==> src/rtl/sram_write_sequencer.sv <==
`default_nettype none
// ============================================================================
// Module      : sram_write_sequencer
// Description : Sequences one masked 32-bit SRAM write into array timing:
//               precharge, low half-word drive, gap, high half-word drive,
//               recovery. Drives BL/ADR toward the column decoder.
// Revision    : 1.0 - initial release
// ============================================================================
module sram_write_sequencer #(
    parameter int PRECH_CYC = 2,
    parameter int DRIVE_CYC = 3,
    parameter int RECOV_CYC = 1
) (
    input  logic        clk,
    input  logic        rst,
    input  logic        req_valid,
    output logic        req_ready,
    input  logic [31:0] req_data,
    input  logic [1:0]  req_mask,
    output logic        PRE,
    output logic [15:0] BL,
    output logic        ADR,
    output logic        busy,
    output logic        done
);

    localparam int c_max_cyc = (PRECH_CYC > DRIVE_CYC)
                             ? ((PRECH_CYC > RECOV_CYC) ? PRECH_CYC : RECOV_CYC)
                             : ((DRIVE_CYC > RECOV_CYC) ? DRIVE_CYC : RECOV_CYC);
    localparam int c_cnt_w   = $clog2(c_max_cyc + 1);

    localparam logic [c_cnt_w-1:0] c_prech_ld = c_cnt_w'(PRECH_CYC - 1);
    localparam logic [c_cnt_w-1:0] c_drive_ld = c_cnt_w'(DRIVE_CYC - 1);
    localparam logic [c_cnt_w-1:0] c_recov_ld = c_cnt_w'(RECOV_CYC - 1);
    localparam logic [c_cnt_w-1:0] c_cnt_zero = '0;
    localparam logic [c_cnt_w-1:0] c_cnt_one  = c_cnt_w'(1);

    typedef enum logic [2:0] {
        IDLE     = 3'd0,
        PRECH    = 3'd1,
        DRIVE_LO = 3'd2,
        GAP      = 3'd3,
        DRIVE_HI = 3'd4,
        RECOV    = 3'd5
    } state_t;

    state_t               r_state;
    state_t               w_state_nxt;
    logic [c_cnt_w-1:0]   r_cnt;
    logic [c_cnt_w-1:0]   w_cnt_nxt;
    logic [31:0]          r_data;
    logic [1:0]           r_mask;
    logic                 w_accept;
    logic                 w_done_nxt;

    assign req_ready = (r_state == IDLE) && !rst;
    assign w_accept  = req_valid && req_ready;

    // State, timing counter and latched request; masked-off halves are zeroed
    // at capture so they can never reach the bit lines.
    always_ff @(posedge clk) begin
        if (rst) begin
            r_state <= IDLE;
            r_cnt   <= '0;
            r_data  <= '0;
            r_mask  <= '0;
        end else begin
            r_state <= w_state_nxt;
            r_cnt   <= w_cnt_nxt;
            if (w_accept) begin
                r_data <= req_data & {{16{req_mask[1]}}, {16{req_mask[0]}}};
                r_mask <= req_mask;
            end
        end
    end

    // Next-state and counter reload; the counter holds remaining cycles minus one.
    always_comb begin
        w_state_nxt = r_state;
        w_cnt_nxt   = r_cnt;
        w_done_nxt  = 1'b0;
        case (r_state)
            IDLE: begin
                if (w_accept) begin
                    if (req_mask == 2'b00) begin
                        w_done_nxt = 1'b1;
                    end else begin
                        w_state_nxt = PRECH;
                        w_cnt_nxt   = c_prech_ld;
                    end
                end
            end
            PRECH: begin
                if (r_cnt == c_cnt_zero) begin
                    if (r_mask[0]) begin
                        w_state_nxt = DRIVE_LO;
                        w_cnt_nxt   = c_drive_ld;
                    end else begin
                        w_state_nxt = GAP;
                    end
                end else begin
                    w_cnt_nxt = r_cnt - c_cnt_one;
                end
            end
            DRIVE_LO: begin
                if (r_cnt == c_cnt_zero) begin
                    if (r_mask[1]) begin
                        w_state_nxt = GAP;
                    end else begin
                        w_state_nxt = RECOV;
                        w_cnt_nxt   = c_recov_ld;
                    end
                end else begin
                    w_cnt_nxt = r_cnt - c_cnt_one;
                end
            end
            GAP: begin
                w_state_nxt = DRIVE_HI;
                w_cnt_nxt   = c_drive_ld;
            end
            DRIVE_HI: begin
                if (r_cnt == c_cnt_zero) begin
                    w_state_nxt = RECOV;
                    w_cnt_nxt   = c_recov_ld;
                end else begin
                    w_cnt_nxt = r_cnt - c_cnt_one;
                end
            end
            RECOV: begin
                if (r_cnt == c_cnt_zero) begin
                    w_state_nxt = IDLE;
                    w_done_nxt  = 1'b1;
                end else begin
                    w_cnt_nxt = r_cnt - c_cnt_one;
                end
            end
            default: begin
                w_state_nxt = IDLE;
            end
        endcase
    end

    // Registered outputs decoded from the upcoming state; ADR is held through
    // recovery so it only moves while the bit lines are quiet.
    always_ff @(posedge clk) begin
        if (rst) begin
            PRE  <= 1'b0;
            BL   <= '0;
            ADR  <= 1'b0;
            busy <= 1'b0;
            done <= 1'b0;
        end else begin
            PRE  <= (w_state_nxt == PRECH);
            busy <= (w_state_nxt != IDLE);
            done <= w_done_nxt;
            case (w_state_nxt)
                DRIVE_LO: begin
                    BL  <= r_data[15:0];
                    ADR <= 1'b0;
                end
                GAP: begin
                    BL  <= '0;
                    ADR <= 1'b1;
                end
                DRIVE_HI: begin
                    BL  <= r_data[31:16];
                    ADR <= 1'b1;
                end
                RECOV: begin
                    BL  <= '0;
                    ADR <= ADR;
                end
                default: begin
                    BL  <= '0;
                    ADR <= 1'b0;
                end
            endcase
        end
    end

endmodule
`default_nettype wire

==> config.mk <==
export PLATFORM = sky130hd
export DESIGN_NAME = sram_write_sequencer
export DESIGN_NICKNAME = d
export VERILOG_FILES = /design/src/rtl/sram_write_sequencer.sv
export SDC_FILE = /design/constraint.sdc
export NUM_CORES = 1
export LEC_CHECK = 0
export ABC_AREA = 1
export CAP_MARGIN = 30
export CORE_MARGIN = 5
export CORE_UTILIZATION = 38
export DETAILED_ROUTE_END_ITERATION = 16
export PLACE_DENSITY = 0.75
export RECOVER_POWER = 25
export SYNTH_ARGS = -nofsm -noshare
export SYNTH_HDL_FRONTEND = slang
export SYNTH_SLANG_ARGS = --single-unit
==> constraint.sdc <==
create_clock -name clk -period 1.98 [get_ports clk]
set_clock_uncertainty 0.15 [all_clocks]
set_input_delay 0.396 -clock clk [delete_from_list [all_inputs] [get_ports clk]]
set_output_delay 0.396 -clock clk [all_outputs]
set_load 0.1 [all_outputs]
# Word level (Yosys, flattened, before mapping)

Index checks and enable logic that the tools add are counted.

Bitwise logic cells: 1
$add $sub $neg: 1
Eq/ne operators: 15
Muxes and demuxes: 24
Reduce and logical (&&, ||, !) cells: 10

Operator list:

| cell                                             | number |
|---|---|
| AND 32 bit                                       | 1 |
| case mux 16 bit (2 select lines)                 | 1 |
| 2-to-1 mux 3 bit                                 | 7 |
| case mux 3 bit (6 select lines)                  | 1 |
| 2-to-1 mux 2 bit                                 | 8 |
| == test 3 x 2 -> 1 bit, second input constant    | 4 |
| == test 3 bit, second input constant             | 4 |
| case mux 2 bit (6 select lines)                  | 1 |
| == test 3 x 1 -> 1 bit, second input constant    | 2 |
| inequality test 2 bit, second input constant     | 3 |
| inequality test 3 bit, second input constant     | 2 |
| AND reduction 6 bit                              | 1 |
| nonzero test 6 bit                               | 1 |
| zero test 2 bit                                  | 2 |
| 2-to-1 mux 1 bit                                 | 4 |
| case mux 1 bit (2 select lines)                  | 2 |
| zero test 3 bit                                  | 1 |
| nonzero test 3 bit                               | 1 |
| logical AND 1 bit                                | 2 |
| OR reduction 2 bit                               | 1 |
| subtractor 2 x 1 -> 2 bit, second input constant | 1 |
| zero test 1 bit                                  | 1 |

Register bits after elaboration: 59
Bits of input ports: 37
Word-level logic and storage cells: 60

# Logic depth before layout (Yosys ltp)

Depth after elaboration: 8
Gate-level depth with buffers: 12
Depth with buffers taken out: 11

# Worst setup path before layout

No wires, ideal clock.

Kind: register to output
Start point: register r_state[1]
End point: output port req_ready
Data arrival time: 1.941 ns
Stages on the path, launching flop included: 4
Required time: 1.434 ns
Slack: -0.507 ns
Path through: dfxtp_1 -> nor2_2 -> nand2_1 -> nor2_1

Longest elaborated chain between the ends: 2

RTL lines:

| item                   | RTL line | RTL |
|---|---|---|
| from (decl)            | 47       | `state_t r_state;` |
| from (signal assigned) | 68       | `r_state <= w_state_nxt;` |
| zero test 3 bit        | 56       | `assign req_ready = (r_state == IDLE) && !rst;` |
| logical AND 1 bit      | 56       |  |
| to (decl)              | 17       | `output logic req_ready,` |

No other way between the ends.

# Worst setup path after layout

Start point: register r_state[2]
End point: output port req_ready

The elaborated chain is that of the path after synthesis.

==> metrics <==
Buffers on Ports=57; Slew HR=0.633; final worst path period share=0.967; Leakage=1.27 nW; #FFs+latches synth=59; vias in the first global route=2,205; die height=90.2 um; DPL Wire Length=4.32 mm; worst-path cell chain=inv_2 > nand2_1 > nor2_4 > buf_12; total iterations of the first detailed-routing run=4; RSZ-0062 raised after global routing=false; Compound-Gate Fraction of Synth Area=0.129; Final Net Count=417; largest family of logic cells by synthesized area=simple AND/OR/NAND/NOR gates; sequential share of power=0.346; Setup-failing EPs final=0; clock power share=0.234; post-synthesis area per instance=7.73 um^2; worst min path class=in2reg; Slowest-stage cell, CP=dfxtp_2; Final Routed Wirelength=6.39 mm; synthesized instance count=316; Setup CP Type=reg2out; H-tree levels=3; Gate power share=0.419; clk root buf=clkbuf_8; Vias/cell=5.10; library cells used by synthesis=25; syn_nets=356; Layout Area Growth over Synthesis=35.3%; Core ar.=6310 um^2; Die X=90.2 um; Initial Util=0.387; Post-Synth Adder-Cell Area=0.0154; status=complete, no violations; crit path DAT=1.37 ns; DRC viols=0; R2R cell count=9; area share of and/or/nand/nor cells after synthesis=0.306; layout cells sized above 1=0.183; RePlAce Congestion=0.829; ANT cells=0; Worst VDD drop=0.772 mV; Num CTS Buffers=9; critical path required time=1.43 ns; I/O pins=58; WL/cell=13.9 um; pwr dens=1220 nW/um^2; total grt overflow=0; Worst path max stage delay=0.37 ns; xor-xnor portion of the synthesized cell area=0; Worst Tran Pin Value=0.552 ns; Max-Cap Viols=0; FFs w/ async S/R, synth=0; Hold Vio Cnt, Final=0; EDFF count, synth=0; Clock Sinks=59; vias=2,342; Layout fillers=630; final slew viol count=0; WHS=0.252 ns; switch share=0.426; multi-input logic area=1130 um^2; register area=1180 um^2; f_max=522 MHz; sequential area share after synthesis=0.483; net switching power=0.00172 W; first-pass GRT wire length=10.6 mm; startpoint types=register; Clock Latency Late Sink=0.34 ns; pin count of the biggest net entering global routing=55; ys flop type=dfxtp_1; yosys warns=0; Core Rows=29; Iter 0 DRT Violations=161; hold buffers post-CTS=0; post-synthesis mux area share=0; Int Power=0.00232 W; initial antenna violation count=0; die area=8130 um^2; Final Critical Period=1.91 ns; Total GRT Usage=0.159; Mapped Area=2440 um^2; post-route ant nets=0; crit path capture type=primary output; CTS max path bufs=2; clock-pin slew on the worst setup and hold paths=0.07 ns; Critical Path Fanout Max=8; CTS tree=built; utilization after layout=0.524; Hold Path Cell Cnt=4
-- synth_stat cells, drive strengths merged (3+ instances only) --
cell / n / area, um^2
a21oi: 54 / 270
buf: 11 / 65.1
clkbuf: 10 / 41.3
dfxtp: 59 / 1180
ha: 3 / 37.5
inv: 15 / 56.3
nand2: 93 / 359
nand3: 5 / 30.0
nand4: 35 / 234
nor2: 20 / 105
nor3: 3 / 20.0
o21ai: 6 / 30.0
-- layout make-up --
cell class / count / area share
Timing Repair Buffer: 71 / 0.203
Tap cell: 77 / 0.0291
Multi-Input combinational cell: 221 / 0.343
Clock inverter: 7 / 0.0132
Clock buffer: 9 / 0.0375
Inverter: 15 / 0.0170
Sequential cell: 59 / 0.358
-- layer usage --
metal / track usage / wire, um / vias up
met2: 0.255 / 3110 / 76
met4: 0.0844 / 108 / 0
met1: 0.199 / 2760 / 1068
met3: 0.0342 / 420 / 7
li1: - / - / 1191
met5: 0 / 0 / -
-- per-stage QoR --
stage | std cells | TNS (ns) | worst slack (ns) | power, W | cell area, um^2
2_1_floorplan | 316 | 0 | 0.252 | 0.00252 | 2450
3_3_place_gp | 440 | 0 | 0.0135 | 0.00305 | 3370
3_5_place_dp | 440 | -0.00491 | -0.00491 | 0.00309 | 3370
4_1_cts | 456 | 0 | 0.0241 | 0.00405 | 3550
5_1_grt | 459 | 0 | 0.0212 | 0.00427 | 3310
6_report | 459 | 0 | 0.0654 | 0.00404 | 3310
-- cells by family after synthesis --
group	count (synthesis)
AOI/OAI and AO/OA	62
adders and majority gates	3
buffers and inverters	36
DFF	59
and+or+nand+nor	156
-- flip-flops by register name, summed over array words and instances, names as in the netlist --
signal,count
BL,16
busy,1
ADR,1
r_mask,2
r_state,3
r_data,32
r_cnt,2
done,1
PRE,1
-- final timing paths --
kind,from,to,slack (ns)
worst max-delay path,r_state[2],req_ready,0.07
worst min-delay path,rst,done,0.25
worst max register to register,r_cnt[0],BL[13],0.22
worst min register to register,r_data[2],r_data[2],0.32
-- worst max-delay path: cells and delay by family, from the launching register on --
kind                   cells  cell delay (ns)
buffers and inverters      2             0.35
flip-flops                 1             0.37
AND/OR/NAND/NOR            2             0.30
-- layout by cell type, fill, tap and decap left out, drive strengths merged, types with 2 or more instances in the layout --
master and instances:
clkinv 4, nor3 3, o21ai 6, nand4 35, clkinvlp 2, buf 17, inv 16, clkdlybuf4s50 35
nand2 93, nand3 5, dfxtp 59, a21oi 54, nor2 20, ha 3, clkbuf 28
-- power groups by stage --
| stage | Clock, W | Combinational, W | Sequential [W] |
|---|---|---|---|
| 6_report | 0.000945 | 0.00169 | 0.00140 |
| 5_1_grt | 0.00102 | 0.00184 | 0.00141 |
| 4_1_cts | 0.000964 | 0.00168 | 0.00141 |
| 3_5_place_dp | 0 | 0.00166 | 0.00143 |
| 3_3_place_gp | 0 | 0.00163 | 0.00143 |
| 2_1_floorplan | 0 | 0.000904 | 0.00161 |
-- what timing repair did --
item / in CTS / in global routing
endpoints found under the setup margin: 2 / 19
pin swaps: 0 / 2
resized for setup: 2 / 4
setup buffers: 0 / 3
Power figures use the tool's default switching activity.
